<file path="src/rtl/fetch_pkg.sv">
// Shared types and constants for the instruction-fetch front end.
// A queue entry pairs a fetched instruction with its PC+4 link value.
package fetch_pkg;

    localparam int         FQ_XLEN     = 32;
    localparam logic [5:0] OPC_J       = 6'b000010;
    localparam int         INSTR_ALIGN = 2;

    typedef struct packed {
        logic [FQ_XLEN-1:0] instr;
        logic [FQ_XLEN-1:0] pc4;
    } fq_entry_t;

    // J-type target: upper nibble of PC+4 concatenated with the word index.
    function automatic logic [31:0] jump_target(input logic [31:0] pc4,
                                                input logic [31:0] instr);
        return {pc4[31:28], instr[25:0], 2'b00};
    endfunction

endpackage

</file>
<file path="src/rtl/fetch_fifo.sv">
// Circular buffer of fetched entries between fetch and decode.
// Flush discards all contents in one cycle; pointers restart at zero.
module fetch_fifo
    import fetch_pkg::*;
#(
    parameter int DEPTH = 4
) (
    input  logic                       clk,
    input  logic                       rst,
    input  logic                       flush,
    input  logic                       push,
    input  logic                       pop,
    input  fq_entry_t                  wdata,
    output fq_entry_t                  rdata,
    output logic [$clog2(DEPTH+1)-1:0] count
);

    localparam int PW = $clog2(DEPTH);
    localparam int CW = $clog2(DEPTH+1);

    fq_entry_t         mem [DEPTH];
    logic [PW-1:0]     wr_ptr;
    logic [PW-1:0]     rd_ptr;
    logic [CW-1:0]     count_q;

    // Pointers wrap naturally because DEPTH is a power of two.
    always_ff @(posedge clk or posedge rst) begin
        if (rst) begin
            wr_ptr  <= '0;
            rd_ptr  <= '0;
            count_q <= '0;
        end else if (flush) begin
            wr_ptr  <= '0;
            rd_ptr  <= '0;
            count_q <= '0;
        end else begin
            if (push) begin
                wr_ptr <= wr_ptr + PW'(1);
            end
            if (pop) begin
                rd_ptr <= rd_ptr + PW'(1);
            end
            count_q <= count_q + CW'(push) - CW'(pop);
        end
    end

    // Storage carries no reset; stale slots are never exposed while count is zero.
    always_ff @(posedge clk) begin
        if (push && !flush) begin
            mem[wr_ptr] <= wdata;
        end
    end

    assign rdata = mem[rd_ptr];
    assign count = count_q;

endmodule

</file>
<file path="src/rtl/fetch_queue_unit.sv">
// Instruction-fetch stage: owns the PC, reads instruction memory and
// buffers {instr, pc+4} pairs for decode behind a valid/ready handshake.
module fetch_queue_unit
    import fetch_pkg::*;
#(
    parameter int               XLEN           = FQ_XLEN,
    parameter int               IMEM_AW        = 8,
    parameter int               DEPTH          = 4,
    parameter logic [XLEN-1:0]  RESET_PC       = '0,
    parameter bit               PREDECODE_JUMP = 1'b0
) (
    input  logic                       clk,
    input  logic                       rst,
    output logic                       imem_req,
    output logic [IMEM_AW-1:0]         imem_addr,
    input  logic [XLEN-1:0]            imem_rdata,
    input  logic                       redirect_valid,
    input  logic [XLEN-1:0]            redirect_pc,
    input  logic                       id_ready,
    output logic                       id_valid,
    output logic [XLEN-1:0]            id_instr,
    output logic [XLEN-1:0]            id_pc4,
    output logic [XLEN-1:0]            fetch_pc,
    output logic [$clog2(DEPTH+1)-1:0] q_count
);

    localparam int              CW         = $clog2(DEPTH+1);
    localparam logic [XLEN-1:0] ALIGN_MASK = XLEN'((1 << INSTR_ALIGN) - 1);

    logic [XLEN-1:0] pc;
    logic [XLEN-1:0] pc4;
    logic [XLEN-1:0] pc_next;
    logic [CW-1:0]   count;
    logic            head_valid;
    logic            deq;
    logic            enq;
    logic            is_jump;
    fq_entry_t       wr_entry;
    fq_entry_t       head;

    assign pc4        = pc + XLEN'(4);
    assign head_valid = (count != '0);

    // Redirect masks the head so decode never sees wrong-path work.
    assign id_valid = head_valid & ~redirect_valid;
    assign deq      = id_valid & id_ready;
    assign enq      = ~redirect_valid & ((count < CW'(DEPTH)) | deq);
    assign imem_req = enq & ~rst;

    assign imem_addr = pc[IMEM_AW-1:0];
    assign is_jump   = PREDECODE_JUMP && (imem_rdata[31:26] == OPC_J);

    assign wr_entry.instr = imem_rdata;
    assign wr_entry.pc4   = pc4;

    always_comb begin
        pc_next = pc;
        if (redirect_valid) begin
            pc_next = redirect_pc & ~ALIGN_MASK;
        end else if (enq) begin
            if (is_jump) begin
                pc_next = jump_target(pc4, imem_rdata);
            end else begin
                pc_next = pc4;
            end
        end
    end

    always_ff @(posedge clk or posedge rst) begin
        if (rst) begin
            pc <= RESET_PC;
        end else begin
            pc <= pc_next;
        end
    end

    fetch_fifo #(
        .DEPTH (DEPTH)
    ) u_fifo (
        .clk   (clk),
        .rst   (rst),
        .flush (redirect_valid),
        .push  (enq),
        .pop   (deq),
        .wdata (wr_entry),
        .rdata (head),
        .count (count)
    );

    assign id_instr = head_valid ? head.instr : '0;
    assign id_pc4   = head_valid ? head.pc4   : '0;
    assign fetch_pc = pc;
    assign q_count  = count;

endmodule
</file>
<file path="config.mk">
export PLATFORM = sky130hd
export DESIGN_NAME = fetch_queue_unit
export DESIGN_NICKNAME = d
export VERILOG_FILES = /design/src/rtl/fetch_pkg.sv /design/src/rtl/fetch_fifo.sv /design/src/rtl/fetch_queue_unit.sv
export SDC_FILE = /design/constraint.sdc
export NUM_CORES = 1
export LEC_CHECK = 0
export ABC_AREA = 1
export CORE_MARGIN = 4
export CORE_UTILIZATION = 42
export DETAILED_ROUTE_END_ITERATION = 7
export GPL_TIMING_DRIVEN = 1
export MAX_ROUTING_LAYER = met4
export PLACE_DENSITY_LB_ADDON = 0.25
export SYNTH_ARGS = -nofsm -noshare
export SYNTH_HDL_FRONTEND = slang
export SYNTH_HIERARCHICAL = 1
export SYNTH_SLANG_ARGS = --single-unit
</file>
<file path="constraint.sdc">
create_clock -name clk -period 5.9 [get_ports clk]
set_input_delay 0.885 -clock clk [delete_from_list [all_inputs] [get_ports clk]]
set_output_delay 0.885 -clock clk [all_outputs]
set_load 0.1 [all_outputs]
</file>
# == Word level (Yosys, flattened, before mapping) ==
# Memories as Yosys holds them, arrays and structs flattened.
# Index checks and enable logic that the tools add are counted.
# totals
reg_bits,39
ram_bits,256
input_bits,68
word_cells,34
memories,1
# mem_list
memory,depth,width,read_ports,rd_ports_with_merged_regs,wr,line_no,text
u_fifo.mem,4,64,1,0,1,fetch_fifo.sv:21,fq_entry_t mem [DEPTH];
# op_classes
addsub,5
magnitude_cmp,1
n_mux,11
bitwise_logic,7
reduce_logical,5
# ops
operator,count
$mux W32,4
$add A32 B3 Y32 const B,1
$mux W2,4
$add A2 B1 Y2 const B,2
$and A1 B1 Y1,4
$reduce_bool A2 Y1,2
$add A3 B1 Y3,1
$lt A3 B3 Y1 const B,1
$mux W3,1
$reduce_bool A3 Y1,1
$sub A3 B1 Y3,1
$mux W1,2
$not A1 Y1,2
$logic_and A1 B1 Y1,1
$logic_not A1 Y1,1
$or A1 B1 Y1,1

# == Longest topological paths before layout ==
# depth
word_depth,8
ltp_mapped,12
mapped_depth_nobuf,10

# == Hierarchy ==
# The synthesis kept the hierarchy.
# modules_own_cells
module,instances,cells_each,area_each_um2
fetch_fifo,1,799,10538.9
fetch_queue_unit,1,489,2894.0

# == Least setup slack after synthesis ==
# Ideal clock, no wire load.
# synth_path
path_type,input-to-reg
from,input redirect_valid
to,"memory u_fifo/mem[0][0] (netlist bit), enable pin"
setup_ns,0.486
arrival_ns,4.403
required_ns,5.414
slack_ns,1.011
path_stages,8
cell_sequence,buf_2 > inv_1 > o21ai_0 > inv_1 > buf_2 > buf_4 > nand2_1 > nor2_1
# synth_between
elab_chain_cells,8
word_cells_on_any_way,9
classes_between,2 x mux; 5 x bitwise; 2 x reduce/logical
# synth_lines
item,line_no,text
"start, declared",fetch_queue_unit.sv:17,"input logic redirect_valid,"
$not A1 Y1 *,"fetch_queue_unit.sv:45, fetch_queue_unit.sv:47",
$and A1 B1 Y1,fetch_queue_unit.sv:45,assign id_valid = head_valid & ~redirect_valid;
$and A1 B1 Y1,fetch_queue_unit.sv:46,assign deq = id_valid & id_ready;
$or A1 B1 Y1,fetch_queue_unit.sv:47,assign enq = ~redirect_valid & ((count < CW'(DEPTH)) | deq);
$and A1 B1 Y1 *,fetch_queue_unit.sv:47,
named net enq,fetch_queue_unit.sv:36,logic enq;
$logic_and A1 B1 Y1 *,fetch_fifo.sv:49,if (push && !flush) begin
$mux W1 *,fetch_fifo.sv:49,
$mux W1 (not written as such) *,fetch_fifo.sv:50,mem[wr_ptr] <= wdata;
"end, declared",fetch_fifo.sv:21,
# Mark *: on every way through the listed nets, which the timed path passes. The rest lies on a longest branch.

==> impl_metrics.csv <==
group,metric,value,unit
sta,finalCritPeriodShare,77.8,%
layout,final_core_util,52.4,%
place,dpl_worst_slack,1.79,ns
clock_network,clk_latency,0.50,ns
sta,tightestPinTransition,1.10,ns
global_route,gr-usage-all-layers,16.5,%
die,num_rows,65,
sta,whs,0.579,ns
setup_path,rrSetupSlack,3.13,ns
global_route,met3_usage,2.74,%
setup_path,arrival,3.70,ns
global_route,grt_pass1_wl,45700,um
outcome,status,"finished clean",
yosys,ys.flop_type,"edfxtp_1",
power_and_ir_drop,sw_frac_of_total,45.5,%
layout,seq_area,8620,um2
die,die_h,187,um
global_route,grt.met2_usage,27.9,%
clock_network,cts_tree,"done",
place,hpwl,17600,um
yosys,synthCells,1288,
sta,clock-skew-final,0.0127,ns
global_route,grt_util_met1,20.9,%
layout,fillCellCount,2788,
yosys,synth_cell_types,34,
sta,rsz0062_at_grt,"no",
yosys,synth-seq-cells,293,
power_and_ir_drop,p_seq_share,31.1,%
yosys,synthesis.area,13400,um2
setup_path,endpoint_kind,"output port",
drt,wl_per_cell,15.0,um
setup_path,timing.rr.end,"u_fifo/mem[2][16]",
global_route,grt_overflow_total,0,
yosys,synth_edf_count,256,
layout,layout.cells.non_filler,1875,
clock_network,cts-root-buf,"clkbuf_16",
min_path,hp-class,"flop to flop",
sta,maxSlewHeadroom,26.3,%
die,design.die.area,34900,um2
die,chipWidth,187,um
clock_network,post-cts-setup-buffers,0,
global_route,antenna_found_initial,0,
global_route,grt_max_degree,125,
clock_network,holdBufCountCts,0,
yosys,synth_area_leaders,"edfxtp_1 (57%), nand2_1 (7.5%), dfrtp_1 (6.9%)",
sta,timing.setup.tns,0,ns
drt,vias_per_cell,4.79,
layout,layout-drive-gt1-share,6.11,%
drt,wl,28100,um
power_and_ir_drop,power_density,499,nW/um2
layout,final_nets,1526,
drt,drt_pass1_iterations,4,
place,globalplace.congestion,0.866,
power_and_ir_drop,power_frac_comb,43.6,%
yosys,ys_seq_area_share,64.1,%
power_and_ir_drop,p_sw,3.76,mW
drt,drtIter0Drc,352,
die,start_util,42.6,%
drt,drc,0,
global_route,grt_pass1_vias,8920,
clock_network,h-tree-depth,2,
sta,fin_crit,4.59,ns
die,core,31600,um2
setup_path,setup.worst_path.class,"flop to output port",
sta,finalSetupViolCount,0,
yosys,post-synth-top-count-cell,"nand2_1",
power_and_ir_drop,p_leak,6.56,nW
yosys,synth_top_cell_by_area,"edfxtp_1",
setup_path,required,5.02,ns
power_and_ir_drop,power_frac_clock,25.3,%
layout,antenna_cells,0,
die,ios,177,
drt,drtAntennaViolNets,0,
power_and_ir_drop,ir_drop,0.000386,V
yosys,async_reset_ff_share,12.6,%
global_route,busiest_layer,"met2",
sta,max_freq,218,MHz
sta,drv_slew,0,
min_path,hold_depth,2,
yosys,ys_warn_count,6,
setup_path,crit_fanout,93,
sta,hold_viol,0,
min_path,min_from,"fetch_pc[31]",
clock_network,cts_max_path_buffers,3,
yosys,synth.top_cell.area_share,57.2,%
sta,setup_slack,1.31,ns
layout,syn_to_final_growth,23.0,%
place,place_inst,1816,
drt,num_vias,8977,
setup_path,r2r_cells,7,
clock_network,numClockSinks,293,
min_path,worstHoldEndpoint,"fetch_pc[31]",
run,cap_violations,0,
setup_path,rr_startpoint,"u_fifo/count[2]",
layout,multi_input_area,3530,um2
clock_network,cts_resized,0,
setup_path,startpoint_type,"flop",
yosys,avgSynthCellArea,10.4,um2
place,port_buffers,170,
yosys,synth_commonest_cells,"nand2_1 (270), edfxtp_1 (256), inv_1 (231)",
power_and_ir_drop,p_int,4.49,mW
clock_network,numCtsBuffers,34,
clock_network,clk_pin_slew_worst_paths,0.06,ns
==> worst max-delay path: stages (launching register included) <==
cell	delay, ns
dfrtp_4	0.98
buf_4	0.51
o21ai_0	0.16
nand2_1	0.07
inv_1	0.04
nor2_1	0.20
clkdlybuf4s50_1	1.18
==> how the worst max path moves through the flow <==
stage	end	startpoint	slack, ns	cells after the start
final	id_pc4[13]	u_fifo/rd_ptr[0]	1.31	6
after global routing	id_pc4[15]	u_fifo/rd_ptr[0]	1.07	6
after global placement	id_pc4[13]	u_fifo/rd_ptr[0]	1.82	6
after CTS	id_pc4[13]	u_fifo/rd_ptr[0]	1.24	6
after detailed placement	id_pc4[13]	u_fifo/rd_ptr[0]	1.79	6
after floorplan	u_fifo/mem[0][0]	redirect_valid	1.01	8
==> flip-flops by register name (all words and copies together) (netlist names) <==
signal         flops
u_fifo/mem       256
fetch_pc          30
u_fifo/count       3
u_fifo/rd_ptr      2
u_fifo/wr_ptr      2
==> metal layers <==
metal	share of wire (%)	vias to the layer above
met5	0	-
met4	1.9	0
met3	4.2	41
met2	47	193
met1	46	4202
li1	-	4541
==> logic make-up after synthesis <==
kind of cell / synth area share, %
other: 0.0279
adders and majority gates: 0.801
xor gates and xnor gates: 0.885
DFF: 64.1
AOI/OAI and AO/OA: 9.85
and+or+nand+nor: 14.1
buffers and inverters: 10.2
==> final cells by class <==
type / count / area share (%)
Sequential cell: 293 / 52.2
Multi-Input combinational cell: 705 / 21.4
Timing Repair Buffer: 185 / 11.4
Clock buffer: 44 / 5.57
Inverter: 231 / 5.25
Tap cell: 402 / 3.04
Clock inverter: 15 / 1.21
==> per-stage QoR <==
stage | total power [mW] | cell area (um2)
after global placement | 6.21 | 15400
after detailed placement | 6.23 | 15400
after floorplan | 5.41 | 13500
after CTS | 8.34 | 16500
final | 8.25 | 16500
after global routing | 8.61 | 16500
==> power groups by stage <==
stage	clock [mW]	combinational, mW	sequential [mW]
after CTS	2.15	3.62	2.57
after detailed placement	0	3.62	2.61
final	2.09	3.59	2.57
after global routing	2.25	3.77	2.59
after floorplan	0	2.53	2.88
after global placement	0	3.61	2.60
==> cell usage in the layout (no fill, tap or decap), types with 6 or more instances in the layout <==
master / n
a21oi_1: 65
nand3_1: 37
nor2_1: 103
clkinv_1: 6
nor2_4: 10
dfrtp_1: 35
clkbuf_16: 35
o211ai_1: 65
nand2_1: 270
o21ai_0: 29
clkdlybuf4s50_1: 170
a22oi_1: 17
inv_1: 231
o21ai_1: 40
and2_1: 14
clkbuf_1: 8
conb_1: 12
edfxtp_1: 256
ha_1: 7
buf_4: 10
(Power assumes the default switching activity.)
